**src/rtl/logic_gate_pkg.sv**
```systemverilog
// Shared opcode definitions for the logic gate pipeline and its combinational ALU.
package logic_gate_pkg;

    localparam int LOGIC_OP_W = 3;

    typedef enum logic [LOGIC_OP_W-1:0] {
        OP_NAND = 3'd0,
        OP_AND  = 3'd1,
        OP_OR   = 3'd2,
        OP_NOR  = 3'd3,
        OP_XOR  = 3'd4,
        OP_XNOR = 3'd5,
        OP_NOT  = 3'd6,
        OP_PASS = 3'd7
    } logic_op_e;

endpackage

```
**src/rtl/logic_gate_alu.sv**
```systemverilog
// Purely combinational bitwise operation decode: Y = OP(A, B) across WIDTH bits.
module logic_gate_alu
    import logic_gate_pkg::*;
#(
    parameter int WIDTH = 8
) (
    input  logic [WIDTH-1:0]      A,
    input  logic [WIDTH-1:0]      B,
    input  logic [LOGIC_OP_W-1:0] OP,
    output logic [WIDTH-1:0]      Y
);

    always_comb begin
        Y = '0;
        case (logic_op_e'(OP))
            OP_NAND: Y = ~(A & B);
            OP_AND:  Y = A & B;
            OP_OR:   Y = A | B;
            OP_NOR:  Y = ~(A | B);
            OP_XOR:  Y = A ^ B;
            OP_XNOR: Y = ~(A ^ B);
            OP_NOT:  Y = ~A;
            OP_PASS: Y = A;
            default: Y = '0;
        endcase
    end

endmodule

```
**src/rtl/logic_gate_pipe.sv**
```systemverilog
// Bitwise logic unit with a 2-entry result FIFO, registered result flags and a
// saturating count of accepted operations.
module logic_gate_pipe
    import logic_gate_pkg::*;
#(
    parameter int WIDTH = 8,
    parameter int CNT_W = 16
) (
    input  logic                  clk,
    input  logic                  rst_n,
    input  logic                  in_valid,
    output logic                  in_ready,
    input  logic [WIDTH-1:0]      A,
    input  logic [WIDTH-1:0]      B,
    input  logic [LOGIC_OP_W-1:0] OP,
    output logic                  out_valid,
    input  logic                  out_ready,
    output logic [WIDTH-1:0]      C,
    output logic                  ZERO,
    output logic                  ONES,
    output logic                  PARITY,
    output logic [CNT_W-1:0]      op_count
);

    // Handshake: a transfer happens on a rising edge where valid and ready are
    // both 1; valid never waits on ready, and in_ready depends only on the
    // registered occupancy (never on out_ready), so a full FIFO refuses input
    // even when it is being popped in the same cycle.

    localparam int ENT_W = WIDTH + 3;
    localparam logic [CNT_W-1:0] CNT_MAX = '1;

    logic [WIDTH-1:0] alu_y;
    logic [ENT_W-1:0] ent_mem [2];
    logic [ENT_W-1:0] new_ent;
    logic [ENT_W-1:0] head;
    logic [1:0]       occ;
    logic             wr_ptr;
    logic             rd_ptr;
    logic             push;
    logic             pop;

    logic_gate_alu #(.WIDTH(WIDTH)) u_alu (
        .A  (A),
        .B  (B),
        .OP (OP),
        .Y  (alu_y)
    );

    // Flags are captured alongside the result so they describe the stored value.
    assign new_ent = {^alu_y, &alu_y, ~|alu_y, alu_y};

    assign in_ready  = rst_n && (occ < 2'd2);
    assign out_valid = (occ != 2'd0);
    assign push      = in_valid && in_ready;
    assign pop       = out_valid && out_ready;

    always_ff @(posedge clk or negedge rst_n) begin
        if (!rst_n) begin
            occ      <= 2'd0;
            wr_ptr   <= 1'b0;
            rd_ptr   <= 1'b0;
            op_count <= '0;
        end else begin
            occ <= occ + {1'b0, push} - {1'b0, pop};
            if (push) begin
                wr_ptr <= ~wr_ptr;
            end
            if (pop) begin
                rd_ptr <= ~rd_ptr;
            end
            if (push && (op_count != CNT_MAX)) begin
                op_count <= op_count + 1'b1;
            end
        end
    end

    // Storage needs no reset: nothing is visible unless occupancy says so.
    always_ff @(posedge clk) begin
        if (push) begin
            ent_mem[wr_ptr] <= new_ent;
        end
    end

    assign head   = ent_mem[rd_ptr];
    assign C      = out_valid ? head[WIDTH-1:0] : '0;
    assign ZERO   = out_valid && head[WIDTH];
    assign ONES   = out_valid && head[WIDTH+1];
    assign PARITY = out_valid && head[WIDTH+2];

endmodule

```
**config.mk**
```make
export PLATFORM = sky130hd
export DESIGN_NAME = logic_gate_pipe
export DESIGN_NICKNAME = d
export VERILOG_FILES = /design/src/rtl/logic_gate_pkg.sv /design/src/rtl/logic_gate_alu.sv /design/src/rtl/logic_gate_pipe.sv
export SDC_FILE = /design/constraint.sdc
export NUM_CORES = 1
export LEC_CHECK = 0
export BUFFER_PORTS_ARGS = -buffer_cell sky130_fd_sc_hd__clkbuf_2
export CAP_MARGIN = 20
export CORE_MARGIN = 4
export CORE_UTILIZATION = 30
export DETAILED_ROUTE_END_ITERATION = 10
export SKIP_LAST_GASP = 1
export SYNTH_ARGS = -nofsm -noshare
export SYNTH_HDL_FRONTEND = slang
export SYNTH_SLANG_ARGS = --single-unit
```
**constraint.sdc**
```tcl
create_clock -name clk -period 2.7 [get_ports clk]
set_input_delay 0.54 -clock clk [delete_from_list [all_inputs] [get_ports clk]]
set_output_delay 0.54 -clock clk [all_outputs]
set_load 0.005 [all_outputs]
```
# Yosys cells after proc, flatten, opt, wreduce, memory -nomap -nowiden
# Memory sizes are Yosys's and may differ from the RTL's.
# Index checks and enable logic that the tools add are counted.
# Widths: inputs -> output; s select.
# op_classes
n_addsub	3
multipliers	0
div	0
order_cmp	1
eq_ne	8
shifts	0
mux	4
bitwise	9
reduce_logical	13
# op_table
op	n
$pmux 8 s8	1
$not 8->8	4
$add 16x1->16 const B	1
$ne 16x16->1 const B	1
$eq 3x3->1 const B	4
$and 8x8->8	1
$mux 8	1
$or 8x8->8	1
$reduce_and 8->1	1
$reduce_or 8->1	1
$reduce_xor 8->1	1
$xor 8x8->8	1
$logic_and 1x1->1	7
$eq 3x2->1 const B	2
$eq 3x1->1 const B	1
$logic_not 3->1	1
$add 2x1->2	1
$lt 2x2->1 const B	1
$mux 1	2
$not 1->1	2
$reduce_bool 2->1	1
$sub 2x1->2	1
$logic_not 1->1	1
# word_totals
ff_bits	20
latch_bits	0
ramBits	22
romBits	0
in_bits	23
out_inout_bits	29
wordCells	43
mem_count	1
# memory_table
memory	words	word_bits	rd	rd_ports_with_merged_regs	write_ports	line_no	rtl
ent_mem	2	11	1	0	1	logic_gate_pipe.sv:34	logic [ENT_W-1:0] ent_mem [2];

# Logic depth before layout (Yosys ltp)
# logic_depth
depth_word	5
depth_mapped	12
depth_no_buf	12

# Modules after synthesis
# Synthesis repeated with hierarchy kept, for this count alone.
# hier_totals
hier_cells	232
hier_area_um2	2648.8
# by_module_without_submodules
module	n_inst	cells_per_inst	area_each_um2	seq_area_each_um2
logic_gate_pipe	1	157	1999.4	1161.1
logic_gate_alu	1	75	649.4	0.0

# Worst setup path after synthesis
# Ideal clock, no wire load.
# synth_path
path_kind	input port to flip-flop
start	in OP[1]
end	mem ent_mem[0][10] (netlist name), data pin
setup_ps	269
t_arrival_ps	2348
required_time_ps	2431
path_slack_ps	83
cell_stages	12
n_path_buf	2
cell_sequence	buf_4 buf_2 and2_1 a211oi_1 a211oi_1 a21oi_1 a32o_1 ha_1 xnor2_1 xnor2_1 xnor2_1 xnor2_1
# synth_via
elab_chain_len	3
elab_cells_between_ends	10
# synth_lines
element	line_no	rtl
from (decl)	logic_gate_pipe.sv:15	input logic [LOGIC_OP_W-1:0] OP,
$eq 3x3->1, or another cell as far along	logic_gate_alu.sv:15	case (logic_op_e'(OP))
$pmux 8 s8 (*)	logic_gate_alu.sv:15	
$reduce_xor 8->1 (*)	logic_gate_pipe.sv:51	assign new_ent = {^alu_y, &alu_y, ~|alu_y, alu_y};
net new_ent[10]	logic_gate_pipe.sv:35	logic [ENT_W-1:0] new_ent;
to (decl)	logic_gate_pipe.sv:34	
# Mark *: on every way through the listed nets, which the timed path passes. The rest lies on a longest branch.

# Final worst setup path
# layout_path
start	in A[5]
end	mem ent_mem[1][10] (netlist name), data pin
# layout_via
elab_chain_len	4
elab_cells_between_ends	9
# layout_lines
element	line_no	rtl
from (decl)	logic_gate_pipe.sv:13	input logic [WIDTH-1:0] A,
$xor 8x8->8, or another cell as far along	logic_gate_alu.sv:20, logic_gate_alu.sv:21	
$not 8->8, on equally long branches	logic_gate_alu.sv:21, logic_gate_alu.sv:16, logic_gate_alu.sv:19	
$pmux 8 s8 (*)	logic_gate_alu.sv:15	
$reduce_xor 8->1 (*)	logic_gate_pipe.sv:51	
net new_ent[10]	logic_gate_pipe.sv:35	
# Marks and branches as above.

==> impl_metrics.json <==
{
  "cts_tree": "built",
  "placementRows": 34,
  "grt_start_max_net_pins": 22,
  "clock_skew_ps": 10.1,
  "post_detailed_route_wirelength_per_cell_um": 11.4,
  "ant_nets": 0,
  "powerDensity_nw_per_um2": 654,
  "crit_arrival_ps": 2480,
  "path_cells": "clkbuf_2 > inv_1 > ha_1 > inv_1 > mux4_2 > xnor2_1 > ha_1 > xnor2_1 > xnor2_1 > xnor2_1 > xnor2_1",
  "regToRegSetupSlack_ps": 870,
  "area_enclosed_by_the_die_boundary_sq_um": 10400,
  "rsz0062_at_grt": "no",
  "place.detailed.hpwl_um": 3930,
  "area_delta_synth_final_pct": 22.9,
  "status": "completed",
  "totalWireLength_um": 4860,
  "worst_path_largest_cell_delay_ps": 470,
  "synth-edff-count": 22,
  "globalRouteOverflowTotal": 0,
  "setup_violation_total_in_the_final_timing_report": 0,
  "antenna_found_initial": 0,
  "ir_worst_vdd_v": 0.000272,
  "synth_nets": 293,
  "dieWidth_um": 102,
  "critical-path-top-delay-family": "XOR/XNOR gates",
  "drt_pre_antenna_iters": 4,
  "worstRegToRegCells": 6,
  "io_pins": 52,
  "clkTransAtPathRegs_ps": 80,
  "timing.max_slew.rel_slack": 0.577,
  "leakage_nw": 1.57,
  "insertion_delay_ps": 290,
  "yosysUniqueCellTypes": 46,
  "timing_max_transition_violations_final": 0,
  "core_area_sq_um": 8680,
  "ys_dominant_reg_cell": "sky130_fd_sc_hd__edfxtp_1",
  "clk_path_buf_depth": 2,
  "cts.sink_count": 42,
  "cp_common_cell": "sky130_fd_sc_hd__xnor2_1",
  "floorplan.die.height_um": 102,
  "detail_route.drc_violations": 0,
  "leading_cell_type_in_the_layout_fill_and_taps_excluded": "sky130_fd_sc_hd__clkbuf_2",
  "root_buffer": "sky130_fd_sc_hd__clkbuf_8",
  "r2r_end": "op_count[1]$_DFFE_PN0P_",
  "first_global_vias": 1882,
  "timing.final.crit_period_ps": 2460,
  "place.port_buffers": 51,
  "cp_max_fo": 3,
  "grt_use_total": 0.100,
  "timing.hold.worst.class": "in2async",
  "antenna-diode-count": 0,
  "n_fill_cell": 902,
  "setup-tns-final_ps": 0,
  "achievable-frequency_mhz": 407,
  "rr_startpoint": "op_count[0]$_DFFE_PN0P_",
  "final_nets": 363,
  "drt_iter0_drc": 57,
  "synth.yosys.seq_area_share": 0.438,
  "critical_path_buf_inv_count": 3,
  "initial_utilization": 0.306,
  "tritoncts_buffer_count": 5,
  "post-route-period-util": 0.910,
  "place_congestion": 0.753,
  "first_pass_grt_wire_length_um": 8510,
  "dr_total_vias": 1907,
  "drv_cap": 0,
  "path_class": "in2reg",
  "worst_path_max_delay_cell": "sky130_fd_sc_hd__mux4_2",
  "post_cts.repair.setup_buffers": 0,
  "worst_setup_path_end_kind": "register",
  "synthesis.area_per_instance_sq_um": 10.8,
  "netlist_instances": 246,
  "critPathLaunchType": "input port",
  "synth_seq_cells": 42,
  "drive_gt1_frac": 0.284,
  "mappedNetlistArea_sq_um": 2650,
  "multi_input_comb_area_sq_um": 1340,
  "postCtsResizedCells": 0,
  "worst_tran_pin_value_ps": 635,
  "area.sequential_sq_um": 1160,
  "post_cts_hold_buffer_count": 0,
  "cts_htree_levels": 2,
  "required_ps": 2730,
  "postPlaceCellArea_sq_um": 3150,
  "asyncSetResetFlopFracSynth": 0.476,
  "final_hold_violation_count": 0,
  "yosysWarnings": 0,
  "postLayoutCellArea_sq_um": 3260,
  "post_drt_via_cell_ratio": 4.49,
  "layout.cells.most_common_list": "51 x sky130_fd_sc_hd__clkbuf_2, 29 x sky130_fd_sc_hd__inv_1, 24 x sky130_fd_sc_hd__nor2_1, 24 x sky130_fd_sc_hd__ha_1, 22 x sky130_fd_sc_hd__edfxtp_1"
}
==> flip-flops by register name, summed over array words and instances (netlist names) <==
| signal | flops |
|---|---|
| ent_mem | 22 |
| rd_ptr | 1 |
| wr_ptr | 1 |
| occ | 2 |
| op_count | 16 |
==> worst max-delay path by stage <==
| stage | startpoint | to | slack [ps] | depth (start not counted) |
|---|---|---|---|---|
| after floorplan | OP[1] | ent_mem[0][10]$_DFFE_PP_ | 80 | 12 |
| final | A[5] | ent_mem[1][10]$_DFFE_PP_ | 240 | 11 |
| after global placement | A[5] | ent_mem[0][10]$_DFFE_PP_ | -60 | 11 |
| after CTS | A[5] | ent_mem[1][10]$_DFFE_PP_ | 230 | 11 |
| after detailed placement | A[5] | ent_mem[0][10]$_DFFE_PP_ | -90 | 11 |
| after global routing | B[3] | ent_mem[1][10]$_DFFE_PP_ | 50 | 12 |
==> power breakdown <==
group          internal [mW]  switching, mW  leakage [nW]
registers              0.804          0.118         0.454
logic                  0.377          0.350          1.07
clock network          0.276          0.207        0.0514
total                   1.46          0.676          1.57
==> stage by stage <==
step	std cells	hold slack (ps)	total power, mW	setup WS (ps)	utilization
3_5_place_dp	417	474	1.69	-91.4	0.363
5_1_grt	425	244	2.30	48.5	0.376
3_3_place_gp	417	471	1.68	-60.6	0.363
6_report	425	228	2.13	242	0.376
4_1_cts	425	234	2.18	228	0.376
2_1_floorplan	246	244	1.38	83.5	-
==> metal layers <==
layer | part of all wire | wire (um) | vias to the layer above | GRT usage
met5 | 0 | 0 | - | 0
met4 | 0.013 | 63 | 0 | 0.0333
met3 | 0.041 | 199 | 5 | 0.0123
met2 | 0.48 | 2320 | 42 | 0.169
met1 | 0.47 | 2280 | 872 | 0.133
li1 | - | - | 988 | -
==> Yosys cell counts (all sizes together), types with 5 or more instances <==
| cell | count | share of area |
|---|---|---|
| nand3 | 11 | 0.021 |
| inv | 32 | 0.045 |
| nor2 | 24 | 0.034 |
| mux2i | 12 | 0.045 |
| ha | 24 | 0.11 |
| buf | 5 | 0.011 |
| nand2 | 9 | 0.013 |
| xor2 | 8 | 0.026 |
| dfrtp | 20 | 0.19 |
| and3 | 7 | 0.018 |
| a21oi | 7 | 0.013 |
| xnor2 | 19 | 0.063 |
| edfxtp | 22 | 0.25 |
==> cells by family (layout without fill, tap and decap cells) <==
family                     Yosys count  after routing  synth area share
and+or+nand+nor                     72             72             0.140
AOI/OAI and AO/OA                   25             25            0.0778
adders and majority gates           24             24             0.113
xor gates and xnor gates            27             27            0.0891
buffers and inverters               39            110            0.0589
DFF                                 42             42             0.438
muxes                               17             17            0.0835
==> cell type report <==
class,count,area share
Multi-Input combinational cell,165,0.410
Sequential cell,42,0.356
Timing Repair Buffer,70,0.122
Tap cell,108,0.0414
Inverter,32,0.0368
Clock buffer,6,0.0223
Clock inverter,2,0.0115
No activity file was read; power rests on OpenSTA's default activity.
